--- src/rtl/sdram_arbiter_pkg.sv ---
// Shared types and helpers for the two-client SDRAM user-port arbiter.
// Client indices, FSM encoding and the latched request slot layout live here.
package sdram_arbiter_pkg;

    localparam int SD_ADDR_W = 32;
    localparam int SD_DATA_W = 32;

    localparam logic CLIENT_DISPLAY = 1'b0;
    localparam logic CLIENT_DRAWER  = 1'b1;

    typedef enum logic {
        ST_IDLE = 1'b0,
        ST_WAIT = 1'b1
    } arb_state_t;

    typedef struct packed {
        logic [SD_ADDR_W-1:0] addr;
        logic                 rw;
        logic [SD_DATA_W-1:0] data;
        logic                 wmask;
    } req_slot_t;

    // The display wins unless the drawer is pending and has been passed over too often.
    function automatic logic pick_client(input logic pend0, input logic pend1, input logic starve_ok);
        if (pend0 && (!pend1 || starve_ok)) begin
            return CLIENT_DISPLAY;
        end else begin
            return CLIENT_DRAWER;
        end
    endfunction

endpackage

--- src/rtl/sdram_req_slot.sv ---
// One client's request holding slot: pending flag, latched request, sticky overrun.
// A capture coinciding with the completion clear is accepted as a fresh request.
module sdram_req_slot
    import sdram_arbiter_pkg::*;
(
    input  logic      clock,
    input  logic      reset,
    input  logic      capture,
    input  logic      clear,
    input  req_slot_t req_in,
    output logic      pending,
    output req_slot_t slot,
    output logic      overrun
);

    logic      pending_q, pending_d;
    req_slot_t slot_q, slot_d;
    logic      overrun_q, overrun_d;

    // Next-state for the slot: accept, flag a dropped request, or release on completion.
    always_comb begin
        pending_d = pending_q;
        slot_d    = slot_q;
        overrun_d = overrun_q;
        if (capture && (!pending_q || clear)) begin
            pending_d = 1'b1;
            slot_d    = req_in;
        end else if (capture) begin
            overrun_d = 1'b1;
        end else if (clear) begin
            pending_d = 1'b0;
        end else begin
            pending_d = pending_q;
        end
    end

    // Slot registers with synchronous active-low reset.
    always_ff @(posedge clock) begin
        if (!reset) begin
            pending_q <= 1'b0;
            slot_q    <= '0;
            overrun_q <= 1'b0;
        end else begin
            pending_q <= pending_d;
            slot_q    <= slot_d;
            overrun_q <= overrun_d;
        end
    end

    assign pending = pending_q;
    assign slot    = slot_q;
    assign overrun = overrun_q;

endmodule

--- src/rtl/sdram_arbiter.sv ---
// Two-client arbiter for the SDRAM user port: display (client 0) has priority,
// drawer (client 1) is guaranteed a grant after STARVE_MAX consecutive display grants.
module sdram_arbiter
    import sdram_arbiter_pkg::*;
#(
    parameter int STARVE_MAX = 4,
    parameter int ADDR_W     = SD_ADDR_W,
    parameter int DATA_W     = SD_DATA_W
) (
    input  logic              clock,
    input  logic              reset,
    input  logic [ADDR_W-1:0] in_c0_addr,
    input  logic              in_c0_rw,
    input  logic [DATA_W-1:0] in_c0_data_in,
    input  logic              in_c0_wmask,
    input  logic              in_c0_in_valid,
    output logic [DATA_W-1:0] out_c0_data_out,
    output logic              out_c0_done,
    output logic              out_c0_overrun,
    input  logic [ADDR_W-1:0] in_c1_addr,
    input  logic              in_c1_rw,
    input  logic [DATA_W-1:0] in_c1_data_in,
    input  logic              in_c1_wmask,
    input  logic              in_c1_in_valid,
    output logic [DATA_W-1:0] out_c1_data_out,
    output logic              out_c1_done,
    output logic              out_c1_overrun,
    output logic [ADDR_W-1:0] out_sd_addr,
    output logic              out_sd_rw,
    output logic [DATA_W-1:0] out_sd_data_in,
    output logic              out_sd_wmask,
    output logic              out_sd_in_valid,
    input  logic [DATA_W-1:0] in_sd_data_out,
    input  logic              in_sd_done
);

    localparam int SW = $clog2(STARVE_MAX + 2);
    localparam logic [SW-1:0] STARVE_LIM = SW'(STARVE_MAX);

    req_slot_t req_c0, req_c1, slot_c0, slot_c1, sel;
    logic      pend_c0, pend_c1, clear_c0, clear_c1, winner;

    arb_state_t        state_q, state_d;
    logic              owner_q, owner_d;
    logic [SW-1:0]     starve_q, starve_d;
    logic [ADDR_W-1:0] sd_addr_q, sd_addr_d;
    logic              sd_rw_q, sd_rw_d;
    logic [DATA_W-1:0] sd_data_q, sd_data_d;
    logic              sd_wmask_q, sd_wmask_d;
    logic              sd_valid_q, sd_valid_d;
    logic              c0_done_q, c0_done_d, c1_done_q, c1_done_d;
    logic [DATA_W-1:0] c0_data_q, c0_data_d, c1_data_q, c1_data_d;

    assign req_c0 = '{addr: SD_ADDR_W'(in_c0_addr), rw: in_c0_rw,
                      data: SD_DATA_W'(in_c0_data_in), wmask: in_c0_wmask};
    assign req_c1 = '{addr: SD_ADDR_W'(in_c1_addr), rw: in_c1_rw,
                      data: SD_DATA_W'(in_c1_data_in), wmask: in_c1_wmask};

    sdram_req_slot u_slot_c0 (
        .clock   (clock),
        .reset   (reset),
        .capture (in_c0_in_valid),
        .clear   (clear_c0),
        .req_in  (req_c0),
        .pending (pend_c0),
        .slot    (slot_c0),
        .overrun (out_c0_overrun)
    );

    sdram_req_slot u_slot_c1 (
        .clock   (clock),
        .reset   (reset),
        .capture (in_c1_in_valid),
        .clear   (clear_c1),
        .req_in  (req_c1),
        .pending (pend_c1),
        .slot    (slot_c1),
        .overrun (out_c1_overrun)
    );

    // Arbitration FSM: issue one transaction from IDLE, route completion back from WAIT.
    always_comb begin
        state_d    = state_q;
        owner_d    = owner_q;
        starve_d   = starve_q;
        sd_addr_d  = sd_addr_q;
        sd_rw_d    = sd_rw_q;
        sd_data_d  = sd_data_q;
        sd_wmask_d = sd_wmask_q;
        sd_valid_d = 1'b0;
        c0_done_d  = 1'b0;
        c1_done_d  = 1'b0;
        c0_data_d  = c0_data_q;
        c1_data_d  = c1_data_q;
        clear_c0   = 1'b0;
        clear_c1   = 1'b0;
        winner     = pick_client(pend_c0, pend_c1, starve_q < STARVE_LIM);
        sel        = (winner == CLIENT_DRAWER) ? slot_c1 : slot_c0;
        case (state_q)
            ST_IDLE: begin
                if (pend_c0 || pend_c1) begin
                    sd_addr_d  = ADDR_W'(sel.addr);
                    sd_rw_d    = sel.rw;
                    sd_data_d  = DATA_W'(sel.data);
                    sd_wmask_d = sel.wmask;
                    sd_valid_d = 1'b1;
                    owner_d    = winner;
                    state_d    = ST_WAIT;
                    if (winner == CLIENT_DRAWER) begin
                        starve_d = {SW{1'b0}};
                    end else if (pend_c1 && (starve_q < STARVE_LIM)) begin
                        starve_d = starve_q + {{(SW-1){1'b0}}, 1'b1};
                    end else begin
                        starve_d = starve_q;
                    end
                end else begin
                    sd_rw_d = 1'b1;
                end
            end
            ST_WAIT: begin
                if (in_sd_done) begin
                    if (owner_q == CLIENT_DRAWER) begin
                        c1_done_d = 1'b1;
                        c1_data_d = in_sd_data_out;
                        clear_c1  = 1'b1;
                    end else begin
                        c0_done_d = 1'b1;
                        c0_data_d = in_sd_data_out;
                        clear_c0  = 1'b1;
                    end
                    state_d = ST_IDLE;
                end else begin
                    state_d = ST_WAIT;
                end
            end
            default: begin
                state_d = ST_IDLE;
            end
        endcase
    end

    // FSM and registered output stage; reset abandons any transaction in flight.
    always_ff @(posedge clock) begin
        if (!reset) begin
            state_q    <= ST_IDLE;
            owner_q    <= CLIENT_DISPLAY;
            starve_q   <= {SW{1'b0}};
            sd_addr_q  <= {ADDR_W{1'b0}};
            sd_rw_q    <= 1'b1;
            sd_data_q  <= {DATA_W{1'b0}};
            sd_wmask_q <= 1'b0;
            sd_valid_q <= 1'b0;
            c0_done_q  <= 1'b0;
            c1_done_q  <= 1'b0;
            c0_data_q  <= {DATA_W{1'b0}};
            c1_data_q  <= {DATA_W{1'b0}};
        end else begin
            state_q    <= state_d;
            owner_q    <= owner_d;
            starve_q   <= starve_d;
            sd_addr_q  <= sd_addr_d;
            sd_rw_q    <= sd_rw_d;
            sd_data_q  <= sd_data_d;
            sd_wmask_q <= sd_wmask_d;
            sd_valid_q <= sd_valid_d;
            c0_done_q  <= c0_done_d;
            c1_done_q  <= c1_done_d;
            c0_data_q  <= c0_data_d;
            c1_data_q  <= c1_data_d;
        end
    end

    assign out_sd_addr     = sd_addr_q;
    assign out_sd_rw       = sd_rw_q;
    assign out_sd_data_in  = sd_data_q;
    assign out_sd_wmask    = sd_wmask_q;
    assign out_sd_in_valid = sd_valid_q;
    assign out_c0_done     = c0_done_q;
    assign out_c1_done     = c1_done_q;
    assign out_c0_data_out = c0_data_q;
    assign out_c1_data_out = c1_data_q;

endmodule

--- config.mk ---
export PLATFORM = sky130hd
export DESIGN_NAME = sdram_arbiter
export DESIGN_NICKNAME = d
export VERILOG_FILES = /design/src/rtl/sdram_arbiter_pkg.sv /design/src/rtl/sdram_req_slot.sv /design/src/rtl/sdram_arbiter.sv
export SDC_FILE = /design/constraint.sdc
export NUM_CORES = 1
export LEC_CHECK = 0
export BUFFER_PORTS_ARGS = -buffer_cell sky130_fd_sc_hd__buf_4
export CORE_MARGIN = 1.5
export CORE_UTILIZATION = 28
export DETAILED_ROUTE_END_ITERATION = 16
export GPL_TIMING_DRIVEN = 1
export PLACE_DENSITY = 0.45
export SLEW_MARGIN = 20
export SYNTH_ARGS = -nofsm -noshare
export SYNTH_HDL_FRONTEND = slang
export SYNTH_HIERARCHICAL = 1
export SYNTH_SLANG_ARGS = --single-unit
export TNS_END_PERCENT = 10
--- constraint.sdc ---
create_clock -name clock -period 3.39 [get_ports clock]
set_input_delay 0.1695 -clock clock [delete_from_list [all_inputs] [get_ports clock]]
set_output_delay 0.1695 -clock clock [all_outputs]
set_load 0.005 [all_outputs]
After elaboration in Yosys (flattened, before gate mapping). Index checks and enable logic that the tools add are counted.

Register bits: 274. Output and inout bits: 135. Logic and storage cells: 75.

Add/sub/neg operators: 1. Magnitude comparators: 1. Eq/ne operators: 3. Mux-type cells: 20. Bitwise operators: 5. Reduce and logical (&&, ||, !) cells: 21.

Operator list (number): 2-to-1 mux 66 bit (1); 2-to-1 mux 1 bit (16); AND reduction 2 bit (5); AND reduction 3 bit (3); 2-to-1 mux 3 bit (2); inequality test 2 x 1 -> 1 bit (second input constant) (3); NOT 1 bit (5); logical AND 1 bit (4); logical OR 1 bit (4); nonzero test 2 bit (2); adder 3 x 1 -> 3 bit (second input constant) (1); less-than comparator 3 bit (second input constant) (1); zero test 1 bit (2); case mux 1 bit (2 select lines) (1); OR reduction 2 bit (1).

Longest topological paths before layout.
Depth in word-level cells: 7. Depth in mapped cells: 10. Mapped depth without buffers: 5.

Modules after synthesis. Netlist, hierarchy kept.

Modules (own cells, without submodules): sdram_req_slot (instances 2, cells an instance 294, area each 2708.8 um^2); sdram_arbiter (instances 1, cells an instance 676, area each 5412.7 um^2).

Least setup slack after synthesis. Ideal clock, no wire load.

Kind: reg-to-reg. From: register state_q. To: register u_slot_c0.slot_q (netlist bit u_slot_c0/slot[15]). Arrival: 1.615 ns. Required time: 3.270 ns. Setup slack: 1.656 ns. Stages on the path, launching flop included: 11. Path buffers: 5. Period minus slack after synthesis: 1.734 ns. Path through: dfxtp_1 buf_4 nand3b_1 clkinv_1 buf_2 nor2b_4 nor2b_2 buf_6 buf_6 buf_6 mux2i_1.

Cells in the longest elaborated chain, start to end: 3.

RTL lines: start: declaration (line sdram_arbiter.sv:43) `arb_state_t state_q, state_d;`; start signal: assignment (line sdram_arbiter.sv:158) `state_q <= state_d;`; 2-to-1 mux 1 bit (line sdram_arbiter.sv:99) `case (state_q)`; logical OR 1 bit (line sdram_req_slot.sv:25) `if (capture && (!pending_q || clear)) begin`; logical AND 1 bit (line sdram_req_slot.sv:25); end signal: assignment (line sdram_req_slot.sv:45) `slot_q <= slot_d;`; end: declaration (line sdram_req_slot.sv:17) `req_slot_t slot_q, slot_d;`.

Every way passes these cells. A chain may end at the register's enable or synchronous reset.

Final worst setup path.
From: register state_q. To: register u_slot_c1.slot_q (netlist bit u_slot_c1/slot[6]).

Cells in the longest elaborated chain, start to end: 3.

RTL lines (line): 2-to-1 mux 1 bit; logical OR 1 bit (sdram_req_slot.sv:25); logical AND 1 bit (sdram_req_slot.sv:25); end signal: assignment (sdram_req_slot.sv:45); end: declaration (sdram_req_slot.sv:17).

Every way passes these cells.

==> impl_metrics.json <==
{
  "maxCapViolCount": 0,
  "antenna_left": 0,
  "synth.distinct_cells": 34,
  "min_period_ns": 2.12,
  "clock_latency_ns": 0.51,
  "switching_share_pct": 24.6,
  "hpwl_mm": 20.7,
  "synth_warnings": 6,
  "dpl_cell_area_sq_um": 13400,
  "clock-root-buffer": "clkbuf_16",
  "core_sq_um": 37800,
  "hold_slack_ns": 0.117,
  "async_flop_share_pct": 0,
  "syn_inst": 1264,
  "power_density_nw_per_um2": 512,
  "synth_edf_count": 0,
  "cp_max_fo": 38,
  "fmax_mhz": 471,
  "syn_area_sq_um": 10800,
  "track_usage_pct": 16.4,
  "hold_viol": 0,
  "dp_cells": 1988,
  "multiInputGateArea_sq_um": 4790,
  "core.rowCount": 71,
  "total_power_mw": 8.28,
  "area.sequential_sq_um": 5490,
  "vias": 9822,
  "p_comb_share_pct": 14.1,
  "drive_gt1_share_pct": 22.0,
  "clock_sinks": 274,
  "drt_pass1_iterations": 5,
  "drt_drc_violations_left": 0,
  "startpoint_type": "flop",
  "synthDominantAreaCellType": "dfxtp_1",
  "antenna_found_initial": 6,
  "synth_top_area_share_pct": 50.6,
  "p_sw_mw": 2.04,
  "synthTopCellsByArea": "dfxtp_1, nand2_1, mux2i_1",
  "ir_drop_v": 0.000268,
  "numCtsBuffers": 34,
  "arrival_ns": 2.54,
  "tritoncts": "yes",
  "grt_setup_unrepaired": "no",
  "grt_pass1_wl_mm": 51.3,
  "nets": 1851,
  "p_seq_share_pct": 43.2,
  "yosys_most_used_dff": "dfxtp_1",
  "setup_viol": 0,
  "post-cts-setup-buffers": 0,
  "io_buffers": 303,
  "clkSlewWorstSetupHoldPaths_ns": 0.06,
  "holdCritPathClass": "primary input to flop",
  "clockBufferDepth": 3,
  "finalSetupTns_ns": 0,
  "fin_skew_ns": 0.0203,
  "p_leak_nw": 6.74,
  "die_x_microns": 200,
  "crit_path_end_kind": "flop",
  "grt_max_degree": 125,
  "tightest_slew_ns": 0.749,
  "p_clk_share_pct": 42.7,
  "drt_iter0_drc": 389,
  "vias_per_cell": 4.43,
  "dieArea_sq_um": 39900,
  "intPower_mw": 6.24,
  "overflow": 0,
  "syn_avg_cell_area_sq_um": 8.57,
  "grt_pass1_vias": 9335,
  "start_util_pct": 28.6,
  "synth_seq_cells": 274,
  "htreeDepth": 2,
  "gp_congestion": 0.702,
  "io_pins": 304,
  "stdcell_area_sq_um": 16200,
  "fin_crit_sh_pct": 62.6,
  "fin_cells": 2216,
  "fillCellCount": 3857,
  "wl_per_cell_microns": 15.3,
  "slew_headroom_pct": 50.1,
  "syn_nets": 1434,
  "status": "complete, no violations",
  "drt-total-wl_mm": 34.0,
  "cp.required_ns": 3.81,
  "dieHeight_microns": 200,
  "worstSetupPathType": "flop to flop",
  "report.final.slew_viol_count": 0,
  "syn_to_final_growth_pct": 49.3,
  "seq_area_frac_synth_pct": 50.6
}
-- final cells by class --
cell class              instances  area share [%]
multi-input cells             885            29.6
flip-flops and latches        274            33.9
diodes                          5          0.0774
well taps                     511            3.95
clock inverters                 7           0.549
repair buffers                484            25.6
inverters                       2          0.0464
clock buffers                  48            6.15
-- sequential cells by signal, summed over array words and instances, names as in the netlist --
register           cells
u_slot_c0/pending      1
u_slot_c0/overrun      1
out_c0_data_out       32
out_c1_data_out       32
u_slot_c0/slot        66
owner_q                1
out_c1_done            1
starve_q               3
u_slot_c1/overrun      1
out_sd_in_valid        1
out_sd_addr           32
u_slot_c1/pending      1
out_sd_data_in        32
out_sd_wmask           1
out_sd_rw              1
u_slot_c1/slot        66
state_q                1
out_c0_done            1
-- logic make-up (layout without fill, tap and decap cells) --
group,Yosys count,count (layout),synth area share (%)
DFF,274,274,50.6
buffers and inverters,105,541,5.38
other,0,5,0
and+or+nand+nor,545,545,19.5
muxes,132,132,12.2
AOI/OAI and AO/OA,206,206,12.1
xor gates and xnor gates,1,1,0.0809
adders and majority gates,1,1,0.116
-- layout by cell type, fill, tap and decap left out, types with 11 or more instances in the layout --
cell           instances
o21ai_0               54
nand2_1              528
dfxtp_1              274
a31oi_1               66
o21ai_1               11
a21boi_0              58
mux2i_1              132
clkbuf_16             35
buf_4                309
dlygate4sd3_1        167
-- per-layer routing --
layer	routed length, microns	GRT usage, %	vias to the layer above
met5	14	0	-
met1	15700	21.8	4513
met4	556	3.98	2
met2	15300	26.6	255
li1	-	-	5011
met3	2300	4.24	41
-- worst paths after layout --
path,from,endpoint,slack [ns],cells past startpoint
worst max register to register,state_q$_SDFF_PN0_,u_slot_c1/slot[6]$_SDFFE_PN0P_,1.27,7
worst max-delay path,state_q$_SDFF_PN0_,u_slot_c1/slot[6]$_SDFFE_PN0P_,1.27,7
worst min-delay path,reset,out_sd_data_in[16]$_SDFFE_PN0P_,0.12,3
worst min register to register,u_slot_c1/slot[33]$_SDFFE_PN0P_,out_sd_rw$_SDFFE_PN1N_,0.44,2
-- power groups by stage --
stage,registers [mW],clock network [mW],logic (mW)
after floorplan,3.62,0,0.543
after global placement,3.65,0,1.01
after detailed placement,3.65,0,1.02
after CTS,3.58,3.69,1.18
after global routing,3.60,3.82,1.29
final,3.58,3.54,1.16
-- per-stage QoR --
step                      utilization, %  worst slack, ns
after CTS                           42.6             1.23
final                               42.7             1.27
after detailed placement            35.4             1.25
after floorplan                        -             1.66
after global placement              35.4             1.30
after global routing                42.7             1.10
-- cells in the mapped netlist, types with 2 or more instances --
master	number
nand2_1	528
dfxtp_1	274
buf_2	31
nor2b_4	2
o21a_1	2
clkbuf_1	45
buf_6	13
and2_1	3
o21ai_0	54
nor2b_2	2
mux2i_1	132
buf_4	14
a21boi_0	58
o21ai_1	11
a22oi_1	2
a31oi_1	66
a21boi_1	6
nor2b_1	4
a21oi_1	2
-- critical path: stages (launching register included) --
cell	delay [ns]
dfxtp_1	0.46
nand3_1	0.10
buf_4	0.26
inv_2	0.14
nor2b_4	0.06
nor2b_4	0.10
buf_4	0.59
mux2i_1	0.27
-- timing repair --
| item | in CTS | in global routing |
|---|---|---|
| setup endpoints to repair | 0 | 0 |
| hold buffers | 167 | 0 |
| hold endpoints to repair | 201 | 0 |
| gates resized for setup | 0 | 0 |
Note: power is estimated with default switching activity, not from simulation.
